==> src/rtl/sa_pe_dot.sv <==
// Systolic-array PE: forwards operands to neighbours and accumulates K signed products per dot product.
// Optional macro SA_PE_SAT_EN selects saturating accumulation with a sticky sat_flag (default: wrap).
module sa_pe_dot #(
   parameter int WIDTH = 8,
   parameter int ACC   = 32,
   parameter int K     = 4
) (
   input  logic                    clk,
   input  logic                    rst,
   input  logic                    clear,
   input  logic                    in_valid,
   output logic                    in_ready,
   input  logic signed [WIDTH-1:0] a_in,
   input  logic signed [WIDTH-1:0] b_in,
   output logic signed [WIDTH-1:0] a_out,
   output logic signed [WIDTH-1:0] b_out,
   output logic                    fwd_valid,
   output logic                    res_valid,
   input  logic                    res_ready,
   output logic signed [ACC-1:0]   res_data,
   output logic                    sat_flag
);

   localparam int CNT_W = (K > 1) ? $clog2(K) : 1;
   localparam logic [CNT_W-1:0] LAST = CNT_W'(K - 1);

   typedef enum logic {IDLE, ACCUM} phase_t;

   phase_t                  state_p1, state_d;
   logic [CNT_W-1:0]        cnt_p1, cnt_d, cnt_eff;
   logic signed [ACC-1:0]   acc_p1, acc_d, acc_eff;
   logic signed [ACC-1:0]   res_p1, res_d;
   logic signed [2*WIDTH-1:0] mul_p0;
   logic signed [ACC-1:0]   prod_p0, sum_p0;
   logic signed [WIDTH-1:0] a_p1, b_p1;
   logic                    vld_p1, rv_p1, rv_d;
   logic                    accept;

`ifdef SA_PE_SAT_EN
   localparam logic signed [ACC-1:0] ACC_MAX = {1'b0, {(ACC-1){1'b1}}};
   localparam logic signed [ACC-1:0] ACC_MIN = {1'b1, {(ACC-1){1'b0}}};

   logic signed [ACC:0] sum_ext_p0;
   logic                ovf_p0;
   logic                sat_p1;

   function automatic logic signed [ACC:0] add_ext(input logic signed [ACC-1:0] x,
                                                   input logic signed [ACC-1:0] y);
      return $signed({x[ACC-1], x}) + $signed({y[ACC-1], y});
   endfunction

   // One guard bit above the accumulator; disagreement with the sign bit means overflow.
   function automatic logic signed [ACC-1:0] sat_acc(input logic signed [ACC:0] s);
      if (s[ACC] != s[ACC-1])
         return s[ACC] ? ACC_MIN : ACC_MAX;
      return s[ACC-1:0];
   endfunction
`endif

   // Stage p0: product, sum and next-state decode
   assign in_ready = !((cnt_p1 == LAST) && rv_p1 && !res_ready);
   assign accept   = in_valid && in_ready;

   always_comb begin
      mul_p0  = a_in * b_in;
      prod_p0 = ACC'(mul_p0);
      acc_eff = (clear || state_p1 == IDLE) ? '0 : acc_p1;
      cnt_eff = clear ? '0 : cnt_p1;
`ifdef SA_PE_SAT_EN
      sum_ext_p0 = add_ext(acc_eff, prod_p0);
      sum_p0     = sat_acc(sum_ext_p0);
      ovf_p0     = sum_ext_p0[ACC] ^ sum_ext_p0[ACC-1];
`else
      sum_p0 = acc_eff + prod_p0;
`endif
   end

   always_comb begin
      acc_d = acc_p1;
      cnt_d = cnt_p1;
      res_d = res_p1;
      rv_d  = rv_p1 && !res_ready;
      if (clear) begin
         acc_d = '0;
         cnt_d = '0;
      end
      if (accept) begin
         if (cnt_eff == LAST) begin
            res_d = sum_p0;
            rv_d  = 1'b1;
            acc_d = '0;
            cnt_d = '0;
         end else begin
            acc_d = sum_p0;
            cnt_d = cnt_eff + CNT_W'(1);
         end
      end
      state_d = (cnt_d == '0) ? IDLE : ACCUM;
   end

   // Stage p1: registered accumulator, result and forwarded operands
   always_ff @(posedge clk) begin
      if (rst) begin
         state_p1 <= IDLE;
         cnt_p1   <= '0;
         acc_p1   <= '0;
         res_p1   <= '0;
         rv_p1    <= 1'b0;
         a_p1     <= '0;
         b_p1     <= '0;
         vld_p1   <= 1'b0;
      end else begin
         state_p1 <= state_d;
         cnt_p1   <= cnt_d;
         acc_p1   <= acc_d;
         res_p1   <= res_d;
         rv_p1    <= rv_d;
         vld_p1   <= accept;
         if (accept) begin
            a_p1 <= a_in;
            b_p1 <= b_in;
         end
      end
   end

`ifdef SA_PE_SAT_EN
   always_ff @(posedge clk) begin
      if (rst)
         sat_p1 <= 1'b0;
      else if (accept && ovf_p0)
         sat_p1 <= 1'b1;
   end
   assign sat_flag = sat_p1;
`else
   assign sat_flag = 1'b0;
`endif

   assign a_out     = a_p1;
   assign b_out     = b_p1;
   assign fwd_valid = vld_p1;
   assign res_valid = rv_p1;
   assign res_data  = res_p1;

endmodule

==> config.mk <==
export PLATFORM = sky130hd
export DESIGN_NAME = sa_pe_dot
export DESIGN_NICKNAME = d
export VERILOG_FILES = /design/src/rtl/sa_pe_dot.sv
export SDC_FILE = /design/constraint.sdc
export NUM_CORES = 1
export LEC_CHECK = 0
export CORE_ASPECT_RATIO = 0.7
export CORE_MARGIN = 4
export CORE_UTILIZATION = 60
export DETAILED_ROUTE_END_ITERATION = 8
export PLACE_DENSITY = 0.81
export SLEW_MARGIN = 20
export SYNTH_ARGS = -nofsm -noshare
export SYNTH_HDL_FRONTEND = slang
export SYNTH_SLANG_ARGS = --single-unit
==> constraint.sdc <==
create_clock -name clk -period 9.9 [get_ports clk]
set_clock_uncertainty 0.2 [all_clocks]
set_input_delay 1.98 -clock clk [delete_from_list [all_inputs] [get_ports clk]]
set_output_delay 1.98 -clock clk [all_outputs]
set_load 0.1 [all_outputs]
==> results by group <==
CTS
  – Post-CTS setup buffers: 0
  – Clk Latency, worst-skew pair: 350 ps
  – Max H-tree Level: 3
  – Clock buffer depth: 2
  – CTS root buf: clkbuf_16
  – Post-CTS Resized: 0
  – Cts-stage hold buffer count: 0
  – Clock Sinks: 85
  – Num CTS Buffers: 9
  – Clk slew on worst S/H paths: 70 ps
  – CTS tree: done

Global routing
  – GRT overflow: 0
  – Initial antenna violation count: 1
  – M1 GR Usage: 43.5%
  – Met3 usage in global routing: 9.64%
  – Total GRT Usage: 28.2%
  – Largest net degree at the start of global routing: 86
  – Met2 usage: 38.0%
  – First-pass GRT wire length: 35300 µm
  – Grt peak-use layer: met1
  – Vias in the first global route: 6808

Cells and area
  – Area grow syn2layout: 14.1%
  – Layout cells sized above 1: 5.11%
  – Fillcell total: 1058
  – Fin area: 9710 µm²
  – Fin nets: 1182
  – Non-filler cells, final: 1149
  – Antenna diodes: 0

Logic synthesis
  – Synth Instances: 901
  – Yosys reg bits: 85
  – Ys async rst share: 0%
  – Most frequent cells after synthesis: fa_1 (136), nand2_1 (132), inv_1 (90)
  – Dominant synthesized flop cell: dfxtp_1
  – Mapped Area: 8510 µm²
  – Synth Net Count: 1129
  – Yosys warning count: 0
  – Number of synthesized flops with an enable pin: 0
  – Mean Syn Cell Area: 9.45 µm²
  – Most numerous cell in the Yosys netlist: fa_1
  – Yosys top cell by area: fa_1
  – Sequential fraction of the synthesis area: 20.0%
  – Ranking of synthesized cells by area: fa_1 (32%), dfxtp_1 (20%), ha_1 (10%), nand2_1 (5.8%), and2_1 (4.3%)
  – Share of the synthesized area in the top cell type: 32.0%
  – Netlist cell types: 62

Place
  – HPWL after DPL: 16800 µm
  – Port Buf Inserts: 71
  – Dpl ws: 1080 ps
  – RePlAce Congestion: 0.931
  – Placed Cells incl. Taps: 1133
  – Area of placed instances: 9400 µm²

Setup path
  – Setup CP Type: input port to register
  – Family with the most delay on the worst path: adder cells
  – CP dominant cell by count: fa_1
  – Max Fanout on Critical Path: 13
  – Critical Path Start Type: input port
  – Worst path required time: 9890 ps
  – CP max stage delay: 670 ps
  – Critical-path cell list: clkdlybuf4s50_1, nand2_1, fa_1, fa_1, inv_1, fa_1, fa_1, ha_1, ha_1, a21o_1, a221o_1, o41a_1, and3_4, a211oi_4, o21bai_2, nor4b_2, a2111oi_2
  – Critical Path Sink Type: register
  – CP arrival: 8500 ps
  – Crit path buf inv count: 2
  – Slowest-stage cell, CP: clkdlybuf4s50_1

Power and ir drop
  – Peak VDD IR: 184 µV
  – Reg power frac: 12.8%
  – Power share of the clock group: 11.6%
  – Pwr/cell area: 325 nW/µm²
  – Switching pwr: 1.61 mW
  – P_int: 1.55 mW
  – Logic pwr share: 75.6%
  – Pleak: 4.40 nW
  – Switching share of power: 50.9%

Timing
  – Max-slew headroom: 31.8%
  – PnR worst setup slack: 1390 ps
  – Tcrit/Tclk final: 86.0%
  – Slew @ Worst Pin: 1020 ps
  – RSZ-0062 raised after global routing: no
  – Final setup violation count: 0
  – Post-Route Setup TNS: 0 ps
  – Fmax: 117 MHz
  – Final hold viol count: 0
  – Min Hold Slack: 247 ps
  – Tmin final: 8510 ps
  – Slew Limit Fails: 0

Routing
  – Final ANT Viol Nets: 0
  – Routed wire per std cell: 18.5 µm
  – Post-DR vias/cell: 5.73
  – # DRC: 0
  – TritonRoute pass-1 iters: 5
  – DRT iter0 DRCs: 542
  – Routed WL: 21300 µm
  – Vias post-DR: 6586

Floorplan
  – I/O pin cnt: 73
  – Die height: 108 µm
  – Starting Density: 61.2%
  – Core area: 13900 µm²
  – Die width: 150 µm
  – Rows: 36
  – Die area: 16200 µm²

Flow run
  – Max Cap Viol: 0

Hold path
  – Hold Path Class: register to register

Outcome
  – Status: finished clean
logic make-up (layout without fill, tap and decap cells):
kind of cell / count (synthesis) / count (layout) / synth area share [%]
simple gates: 290 / 290 / 16.3
fa+ha+maj: 207 / 207 / 42.4
compound gates: 152 / 152 / 11.8
buf+inv: 131 / 189 / 5.83
flops: 85 / 85 / 20.0
xor+xnor: 33 / 33 / 3.40
mux: 2 / 2 / 0.235
other cells: 1 / 1 / 0.0440
worst paths after layout:
path,slack (ps),cells past startpoint,endpoint,startpoint
worst max-delay path,1390,17,res_data[31],b_in[2]
worst min-delay path,250,2,acc_p1[23],acc_p1[23]
worst min register to register,250,2,acc_p1[23],acc_p1[23]
worst max register to register,3280,20,res_data[28],state_p1
layout by cell type (no fill, tap or decap), drive strengths merged, types with 4 or more instances in the layout:
master / synthesis / final
nor4b: 4 / 4
xor2: 9 / 9
nor2: 44 / 44
clkdlybuf4s50: 0 / 70
ha: 71 / 71
a22oi: 19 / 19
clkbuf: 33 / 9
inv: 90 / 93
nor3: 12 / 12
a22o: 5 / 5
a211o: 5 / 5
a211oi: 4 / 4
xnor2: 24 / 24
nand2: 132 / 132
a21oi: 66 / 66
a21o: 9 / 9
o21bai: 4 / 4
or2: 6 / 6
fa: 136 / 136
nor2b: 4 / 4
nand3: 7 / 7
and3: 4 / 4
dfxtp: 85 / 85
and2: 59 / 59
buf: 7 / 12
o21ai: 19 / 19
routing by layer:
layer | vias to the layer above | routed length [µm]
li1 | 3037 | -
met2 | 292 | 8620
met5 | - | 13
met4 | 2 | 323
met1 | 3225 | 10100
met3 | 30 | 2260
state kept, by name, summed over array words and instances (netlist names):
name       flops
res_valid      1
state_p1       1
a_out          8
b_out          8
fwd_valid      1
res_data      32
cnt_p1         2
acc_p1        32
stage by stage:
step | total power [mW] | util, %
final | 3.16 | 69.8
after global routing | 3.41 | 69.8
after CTS | 3.11 | 69.8
after detailed placement | 2.72 | 67.5
after global placement | 2.66 | 67.5
after floorplan | 2.15 | -
power by group through the flow:
stage	sequential (mW)	clock [mW]	combinational [mW]
finish	0.405	0.365	2.39
global route	0.409	0.385	2.61
CTS	0.404	0.373	2.34
detailed placement	0.412	0	2.30
global placement	0.411	0	2.25
floorplan	0.436	0	1.71
worst min-delay path, cell delays in order, from the launching register on:
cell,delay [ps]
dfxtp_1,320
nand2_1,40
o21ai_0,50
layout make-up:
cell class,count,area [µm²],share of cell area (%)
repair buffers,82,788,8.12
well taps,190,238,2.45
clock inverters,7,92.6,0.953
multi-input cells,685,6330,65.1
clock buffers,9,225,2.32
flip-flops and latches,85,1700,17.5
inverters,91,342,3.52
Power figures use the tool's default switching activity.
